[config.mk]
export PLATFORM = sky130hd
export DESIGN_NAME = write_drain_scheduler
export DESIGN_NICKNAME = d
export VERILOG_FILES = /design/src/rtl/frontend_command_definition_pkg.sv /design/src/rtl/raw_hazard_cmp.sv /design/src/rtl/write_drain_scheduler.sv
export SDC_FILE = /design/constraint.sdc
export NUM_CORES = 1
export LEC_CHECK = 0
export CAP_MARGIN = 10
export CORE_AREA = 2 2 125 127
export CTS_BUF_LIST = sky130_fd_sc_hd__clkbuf_16
export DETAILED_ROUTE_END_ITERATION = 6
export DIE_AREA = 0 0 127 129
export PLACE_DENSITY = 0.71
export RECOVER_POWER = 50
export SYNTH_ARGS = -nofsm -noshare
export SYNTH_HDL_FRONTEND = slang
export SYNTH_SLANG_ARGS = --single-unit
[constraint.sdc]
create_clock -name i_clk -period 11 [get_ports i_clk]
set_input_delay 1.65 -clock i_clk [delete_from_list [all_inputs] [get_ports i_clk]]
set_output_delay 1.65 -clock i_clk [all_outputs]
set_load 0.05 [all_outputs]
[src/rtl/frontend_command_definition_pkg.sv]
// Shared definitions for the frontend command path: scheduler states, address
// geometry and the {valid,addr} write-queue entry layout.
package frontend_command_definition_pkg;

    localparam int ROW_ADDR_BITS  = 14;
    localparam int COL_ADDR_BITS  = 10;
    localparam int BANK_ADDR_BITS = 3;
    localparam int DEF_ADDR_W     = ROW_ADDR_BITS + COL_ADDR_BITS + BANK_ADDR_BITS;
    localparam int WIN_SIZE       = 8;

    typedef enum logic [1:0] {
        S_READ  = 2'd0,
        S_R2W   = 2'd1,
        S_WRITE = 2'd2,
        S_W2R   = 2'd3
    } sched_state_t;

    typedef logic [DEF_ADDR_W-1:0] def_addr_t;

    typedef struct packed {
        logic      valid;
        def_addr_t addr;
    } wq_entry_t;

endpackage

[src/rtl/raw_hazard_cmp.sv]
// Combinational WIN-way compare of a read address against the visible
// write-queue window; hit when any valid entry carries the same address.
module raw_hazard_cmp
    import frontend_command_definition_pkg::*;
#(
    parameter int ADDR_W = DEF_ADDR_W,
    parameter int WIN    = WIN_SIZE
) (
    input  logic [WIN*(ADDR_W+1)-1:0] i_window,
    input  logic [ADDR_W-1:0]         i_addr,
    output logic                      o_hit
);

    localparam int EW = ADDR_W + 1;

    function automatic logic entry_match(input logic [ADDR_W:0] entry, input logic [ADDR_W-1:0] addr);
        return entry[ADDR_W] && (entry[ADDR_W-1:0] == addr);
    endfunction

    // OR-reduce the per-entry matches across the window
    always_comb begin
        o_hit = 1'b0;
        for (int k = 0; k < WIN; k++) begin
            o_hit = o_hit | entry_match(i_window[k*EW +: EW], i_addr);
        end
    end

endmodule

[src/rtl/write_drain_scheduler.sv]
// Read/write mode scheduler: serves reads by default, drains the write FIFO in
// watermark-driven bursts with turnaround gaps, and stalls reads that hit a pending write.
module write_drain_scheduler
    import frontend_command_definition_pkg::*;
#(
    parameter int  ADDR_W       = DEF_ADDR_W,
    parameter int  WQ_DEPTH     = 16,
    parameter int  WIN          = WIN_SIZE,
    parameter int  HI_WM        = 12,
    parameter int  LO_WM        = 4,
    parameter int  WR_BURST_MAX = 8,
    parameter int  TURN_CYC     = 2,
    localparam int CW           = $clog2(WQ_DEPTH) + 1
) (
    input  logic                      i_clk,
    input  logic                      i_rst_n,
    input  logic                      i_rd_valid,
    input  logic [ADDR_W-1:0]         i_rd_addr,
    output logic                      o_rd_ready,
    input  logic                      i_wq_push,
    input  logic                      i_wq_full,
    input  logic                      i_wq_empty,
    input  logic [ADDR_W:0]           i_wq_head,
    input  logic [WIN*(ADDR_W+1)-1:0] i_wq_window,
    output logic                      o_wq_rd_en,
    output logic                      o_cmd_valid,
    output logic                      o_cmd_write,
    output logic [ADDR_W-1:0]         o_cmd_addr,
    input  logic                      i_cmd_ready,
    output logic [1:0]                o_mode,
    output logic [CW-1:0]             o_wcount,
    output logic                      o_hazard
);

    localparam int TW = $clog2(TURN_CYC + 1);
    localparam int BW = $clog2(WR_BURST_MAX + 1);

    localparam logic [CW-1:0] CNT_ZERO   = CW'(0);
    localparam logic [CW-1:0] CNT_ONE    = CW'(1);
    localparam logic [CW-1:0] CNT_MAX    = CW'(WQ_DEPTH);
    localparam logic [CW-1:0] CNT_HI     = CW'(HI_WM);
    localparam logic [CW-1:0] CNT_LO     = CW'(LO_WM);
    localparam logic [CW-1:0] CNT_WIN    = CW'(WIN);
    localparam logic [TW-1:0] TURN_ZERO  = TW'(0);
    localparam logic [TW-1:0] TURN_ONE   = TW'(1);
    localparam logic [TW-1:0] TURN_LOAD  = TW'(TURN_CYC - 1);
    localparam logic [BW-1:0] BURST_ZERO = BW'(0);
    localparam logic [BW-1:0] BURST_ONE  = BW'(1);
    localparam logic [BW-1:0] BURST_MAX  = BW'(WR_BURST_MAX);

    sched_state_t      state_r;
    logic [CW-1:0]     wcount_r;
    logic [CW-1:0]     wcount_nxt_s;
    logic [TW-1:0]     turn_cnt_r;
    logic [BW-1:0]     burst_cnt_r;
    logic [BW-1:0]     burst_nxt_s;
    logic              active_r;
    logic              hit_s;
    logic              hazard_s;
    logic              cmd_valid_s;
    logic              cmd_write_s;
    logic [ADDR_W-1:0] cmd_addr_s;
    logic              fire_s;
    logic              wr_fire_s;
    logic              hold_s;
    logic              wq_incoherent_s;
    logic              go_drain_s;
    logic              end_drain_s;

    raw_hazard_cmp #(
        .ADDR_W (ADDR_W),
        .WIN    (WIN)
    ) u_raw_hazard_cmp (
        .i_window (i_wq_window),
        .i_addr   (i_rd_addr),
        .o_hit    (hit_s)
    );

    // Entries older than the window are invisible, so a deep queue is treated as a hit
    always_comb begin
        hazard_s = active_r && i_rd_valid && (hit_s || (wcount_r > CNT_WIN));
    end

    // Command presented to the backend, derived from the registered mode
    always_comb begin
        cmd_valid_s = 1'b0;
        cmd_write_s = 1'b0;
        cmd_addr_s  = {ADDR_W{1'b0}};
        if (active_r) begin
            case (state_r)
                S_READ: begin
                    cmd_valid_s = i_rd_valid && !hazard_s;
                    cmd_write_s = 1'b0;
                    cmd_addr_s  = i_rd_addr;
                end
                S_WRITE: begin
                    cmd_valid_s = !i_wq_empty && i_wq_head[ADDR_W];
                    cmd_write_s = 1'b1;
                    cmd_addr_s  = i_wq_head[ADDR_W-1:0];
                end
                default: begin
                    cmd_valid_s = 1'b0;
                    cmd_write_s = 1'b0;
                    cmd_addr_s  = {ADDR_W{1'b0}};
                end
            endcase
        end else begin
            cmd_valid_s = 1'b0;
            cmd_write_s = 1'b0;
            cmd_addr_s  = {ADDR_W{1'b0}};
        end
    end

    // Handshake, occupancy and burst bookkeeping plus mode-change conditions
    always_comb begin
        fire_s          = cmd_valid_s && i_cmd_ready;
        wr_fire_s       = fire_s && cmd_write_s;
        hold_s          = cmd_valid_s && !i_cmd_ready;
        wq_incoherent_s = i_wq_empty && (wcount_r != CNT_ZERO);

        case ({i_wq_push, wr_fire_s})
            2'b10:   wcount_nxt_s = (wcount_r == CNT_MAX) ? wcount_r : wcount_r + CNT_ONE;
            2'b01:   wcount_nxt_s = (wcount_r == CNT_ZERO) ? wcount_r : wcount_r - CNT_ONE;
            default: wcount_nxt_s = wcount_r;
        endcase

        if (wr_fire_s && (burst_cnt_r != BURST_MAX)) begin
            burst_nxt_s = burst_cnt_r + BURST_ONE;
        end else begin
            burst_nxt_s = burst_cnt_r;
        end

        go_drain_s = (wcount_r >= CNT_HI) || i_wq_full
                   || (hazard_s && (wcount_r != CNT_ZERO))
                   || (!i_rd_valid && (wcount_r != CNT_ZERO));

        // Exit decisions use post-pop occupancy and post-fire burst length
        end_drain_s = !wq_incoherent_s
                   && ((wcount_nxt_s == CNT_ZERO)
                       || (i_rd_valid && !hazard_s && !i_wq_full
                           && ((wcount_nxt_s <= CNT_LO) || (burst_nxt_s >= BURST_MAX))));
    end

    // Mode FSM with occupancy, turnaround and burst counters
    always_ff @(posedge i_clk or negedge i_rst_n) begin
        if (!i_rst_n) begin
            state_r     <= S_READ;
            wcount_r    <= CNT_ZERO;
            turn_cnt_r  <= TURN_ZERO;
            burst_cnt_r <= BURST_ZERO;
            active_r    <= 1'b0;
        end else begin
            active_r    <= 1'b1;
            wcount_r    <= wcount_nxt_s;
            burst_cnt_r <= burst_nxt_s;
            if (active_r && !hold_s) begin
                case (state_r)
                    S_READ: begin
                        if (go_drain_s) begin
                            state_r    <= S_R2W;
                            turn_cnt_r <= TURN_LOAD;
                        end
                    end
                    S_R2W: begin
                        if (turn_cnt_r == TURN_ZERO) begin
                            state_r     <= S_WRITE;
                            burst_cnt_r <= BURST_ZERO;
                        end else begin
                            turn_cnt_r <= turn_cnt_r - TURN_ONE;
                        end
                    end
                    S_WRITE: begin
                        if (end_drain_s) begin
                            state_r    <= S_W2R;
                            turn_cnt_r <= TURN_LOAD;
                        end
                    end
                    S_W2R: begin
                        if (turn_cnt_r == TURN_ZERO) begin
                            state_r <= S_READ;
                        end else begin
                            turn_cnt_r <= turn_cnt_r - TURN_ONE;
                        end
                    end
                    default: begin
                        state_r <= S_READ;
                    end
                endcase
            end
        end
    end

    assign o_cmd_valid = cmd_valid_s;
    assign o_cmd_write = cmd_write_s;
    assign o_cmd_addr  = cmd_addr_s;
    assign o_rd_ready  = fire_s && !cmd_write_s;
    assign o_wq_rd_en  = wr_fire_s;
    assign o_mode      = state_r;
    assign o_wcount    = wcount_r;
    assign o_hazard    = hazard_s;

endmodule

==> run summary <==
Minimum clock period: 7360 ps
Gr usage total: 25.8%
Core ar.: 15,000 sq um
Non-Filler Instances: 992
Ant diodes: 0
Largest net degree at the start of global routing: 22
Slowest stage delay, CP: 1130 ps
Worst slew margin: 39.9%
Yosys cell types: 58
Net Sw Frac: 49.5%
Crit Path Max Fanout: 9
Clock latency on the worst-skew pair: 240 ps
DRC: 0
Outcome: complete, no violations
Cell mode on critical path: nor4_1
Slew Viols, Final: 0
Synth async-reset ratio: 100%
Area leader, netlist: xnor2_1
Startpoint Class: input port
Reg clk slew, reported paths: 50 ps
Worst EP required: 9350 ps
Setup_tns: 0 ps
Grt met2 use: 48.1%
Syn avg cell area: 8.18 sq um
First-pass GRT wire length: 31,300 um
Min-delay worst type: reg2reg
Critical path class: in2out
Final setup vio count: 0
Max Clk Rate: 0.136 GHz
GPL Wtd Cong: 0.896
Largest cells by area after synthesis: xnor2_1 33%, xor2_1 12%, dfrtp_1 8.4%, nand4_1 6.7%, a22o_1 5.9%
Maximum VDD drop: 0.0594 mV
Leak: 2.62 nW
Number of global-route vias before repair: 5,093
Final WS setup: 3640 ps
Post-synthesis cell count: 511
CTS resizes: 0
Post-synth top area share: 32.7%
Final WL: 21,800 um
Site row count: 45
Layout cell share with drive strength beyond 1: 2.49%
ANT nets after route: 0
Met1 Use GR: 31.1%
Starting Density: 27.9%
I/O pin count: 325
Main synth FF type: dfrtp_1
H-tree depth: 1
Crit path DAT: 5710 ps
Fill cells: 1,441
Max Cap Viol: 0
Yosys warnings: 0
DR WL/cell: 21.9 um
Drt first-iter violations: 348
Root buffer cell: clkbuf_16
Worst reg-to-reg path cell count: 21
Final Power: 0.814 mW
Worst setup EP type: primary output
Clock skew: 1.14 ps
Total grt overflow: 0
Fin crit share: 66.9%
Combinational share of power: 80.0%
Hold endpoint: turn_cnt_r[1]
Die Span Y: 129 um
Most frequent cells after synthesis: 156 x xnor2_1, 58 x xor2_1, 45 x nand4_1
Post-CTS Setup Bufs: 0
Register share of total power: 11.4%
Hold bufs inserted after CTS: 0
Area grow syn2layout: 78.8%
Post-DR vias/cell: 4.98
DR vias: 4,944
Worst r2r dst: o_mode[1]
Placed wire-length estimate: 18,300 um
Num Clock Sinks: 14
Pre-CTS setup slack: 3810 ps
Fin. Hold Viols: 0
GR Util met3: 5.41%
Post-DP Area: 7410 sq um
Syn nets: 809
R2R Path Start: o_wcount[0]
Sequential element share of the synthesized area: 8.38%
Initial antenna violation count: 0
Slew @ Worst Pin: 899 ps
Slowest-stage cell, CP: dlygate4sd3_1
CTS tree: done
P_int: 0.411 mW
Pwr dens: 109 nW/um^2
Max Buffers Root-to-Sink: 2
Post-placement cell count: 988
DIE AREA: 16,400 sq um
Chip width: 127 um
Worst hold stages: 1
R2R setup slack: 6420 ps
RSZ-0062 raised after global routing: no
Port Buffers: 324
Post-Syn Area: 4180 sq um
Hold Path Origin: turn_cnt_r[1]
Most instantiated library cell after synthesis: xnor2_1
Net switching power: 0.403 mW
Post-synth EDFFs: 0
1st-pass router iterations: 5
Num CTS Buffers: 3
Critical Path, Cell by Cell: dlygate4sd3_1, xnor2_1, nand4_1, nor4_1, a22oi_1, o2111ai_1, nor4_1, or2_0, nand3_1, nor2_1, clkdlybuf4s50_1
Synth Register Bits: 14
Post-route design area: 7480 sq um
Global routing's busiest layer: met2
Nets: 1,103
Clock power frac: 8.6%
## metal layers
layer / wire length (um) / part of all wire (%)
met1: 8670 / 40
met2: 11200 / 51
met3: 1660 / 7.6
met4: 237 / 1.1
met5: 0 / 0
## critical path, delay by kind of cell
| family | cells | cell delay, ps |
|---|---|---|
| xor+xnor | 1 | 170 |
| simple gates | 6 | 1420 |
| buf+inv | 2 | 1950 |
| compound gates | 2 | 520 |
## logic make-up after synthesis
family,Yosys count,share of synthesized area (%)
fa+ha+maj,12,3.59
other cells,1,0.0897
mux,5,1.35
buf+inv,61,8.71
simple gates,127,17.4
flops,14,8.38
xor+xnor,214,44.8
compound gates,77,15.7
## layout by cell type (no fill, tap or decap), drive strengths merged, types with 3 or more instances in the layout
cell	netlist	final
nor4	21	21
o2111ai	3	3
and3	3	3
clkdlybuf4s50	0	307
nand4	45	45
a22oi	3	3
a31oi	4	4
xor2	58	58
o21ai	7	7
a21oi	8	8
clkbuf	6	3
a2111oi	4	4
nor3	12	12
mux2i	3	3
ha	12	12
dfrtp	14	14
dlygate4sd3	0	17
xnor2	156	156
inv	23	23
nand2b	3	3
nand3	8	8
nand2	11	11
nor2	17	17
a22o	28	28
## cell type report
cell class	count	area, sq um	area share [%]
sequential	14	350	4.69
tap	188	235	3.15
multi-input combinational	436	3460	46.3
inverter	24	90.1	1.21
timing repair buffer	326	3260	43.6
clock buffer	3	75.1	1.00
clock inverter	1	3.75	0.0502
## state kept, by name (all words and copies together) (netlist names)
register / count
o_mode: 2
active_r: 1
burst_cnt_r: 4
o_wcount: 5
turn_cnt_r: 2
## through the flow
stage          hold WS [ps]  util (%)
2_1_floorplan           482         -
3_3_place_gp            504      49.4
3_5_place_dp            512      49.4
4_1_cts                 525      50.0
5_1_grt                 555      49.9
6_report                525      49.9
## worst max-delay path by stage
stage                 end  slack (ps)          start  depth (start not counted)
3_5_place_dp   o_wq_rd_en        3810   i_rd_addr[9]                         12
5_1_grt        o_rd_ready        3320   i_rd_addr[9]                         11
6_report       o_rd_ready        3640   i_rd_addr[9]                         11
2_1_floorplan   o_mode[1]        4600  i_rd_addr[25]                         22
3_3_place_gp   o_wq_rd_en        3840   i_rd_addr[9]                         12
4_1_cts        o_wq_rd_en        3800   i_rd_addr[9]                         12
## power by group through the flow
stage / registers (mW) / logic [mW] / clock network (mW)
after floorplan: 0.114 / 0.391 / 0
after global placement: 0.0933 / 0.654 / 0
after detailed placement: 0.0936 / 0.656 / 0
after CTS: 0.0928 / 0.659 / 0.0712
after global routing: 0.0960 / 0.696 / 0.0738
final: 0.0927 / 0.651 / 0.0697
(Power assumes the default switching activity.)
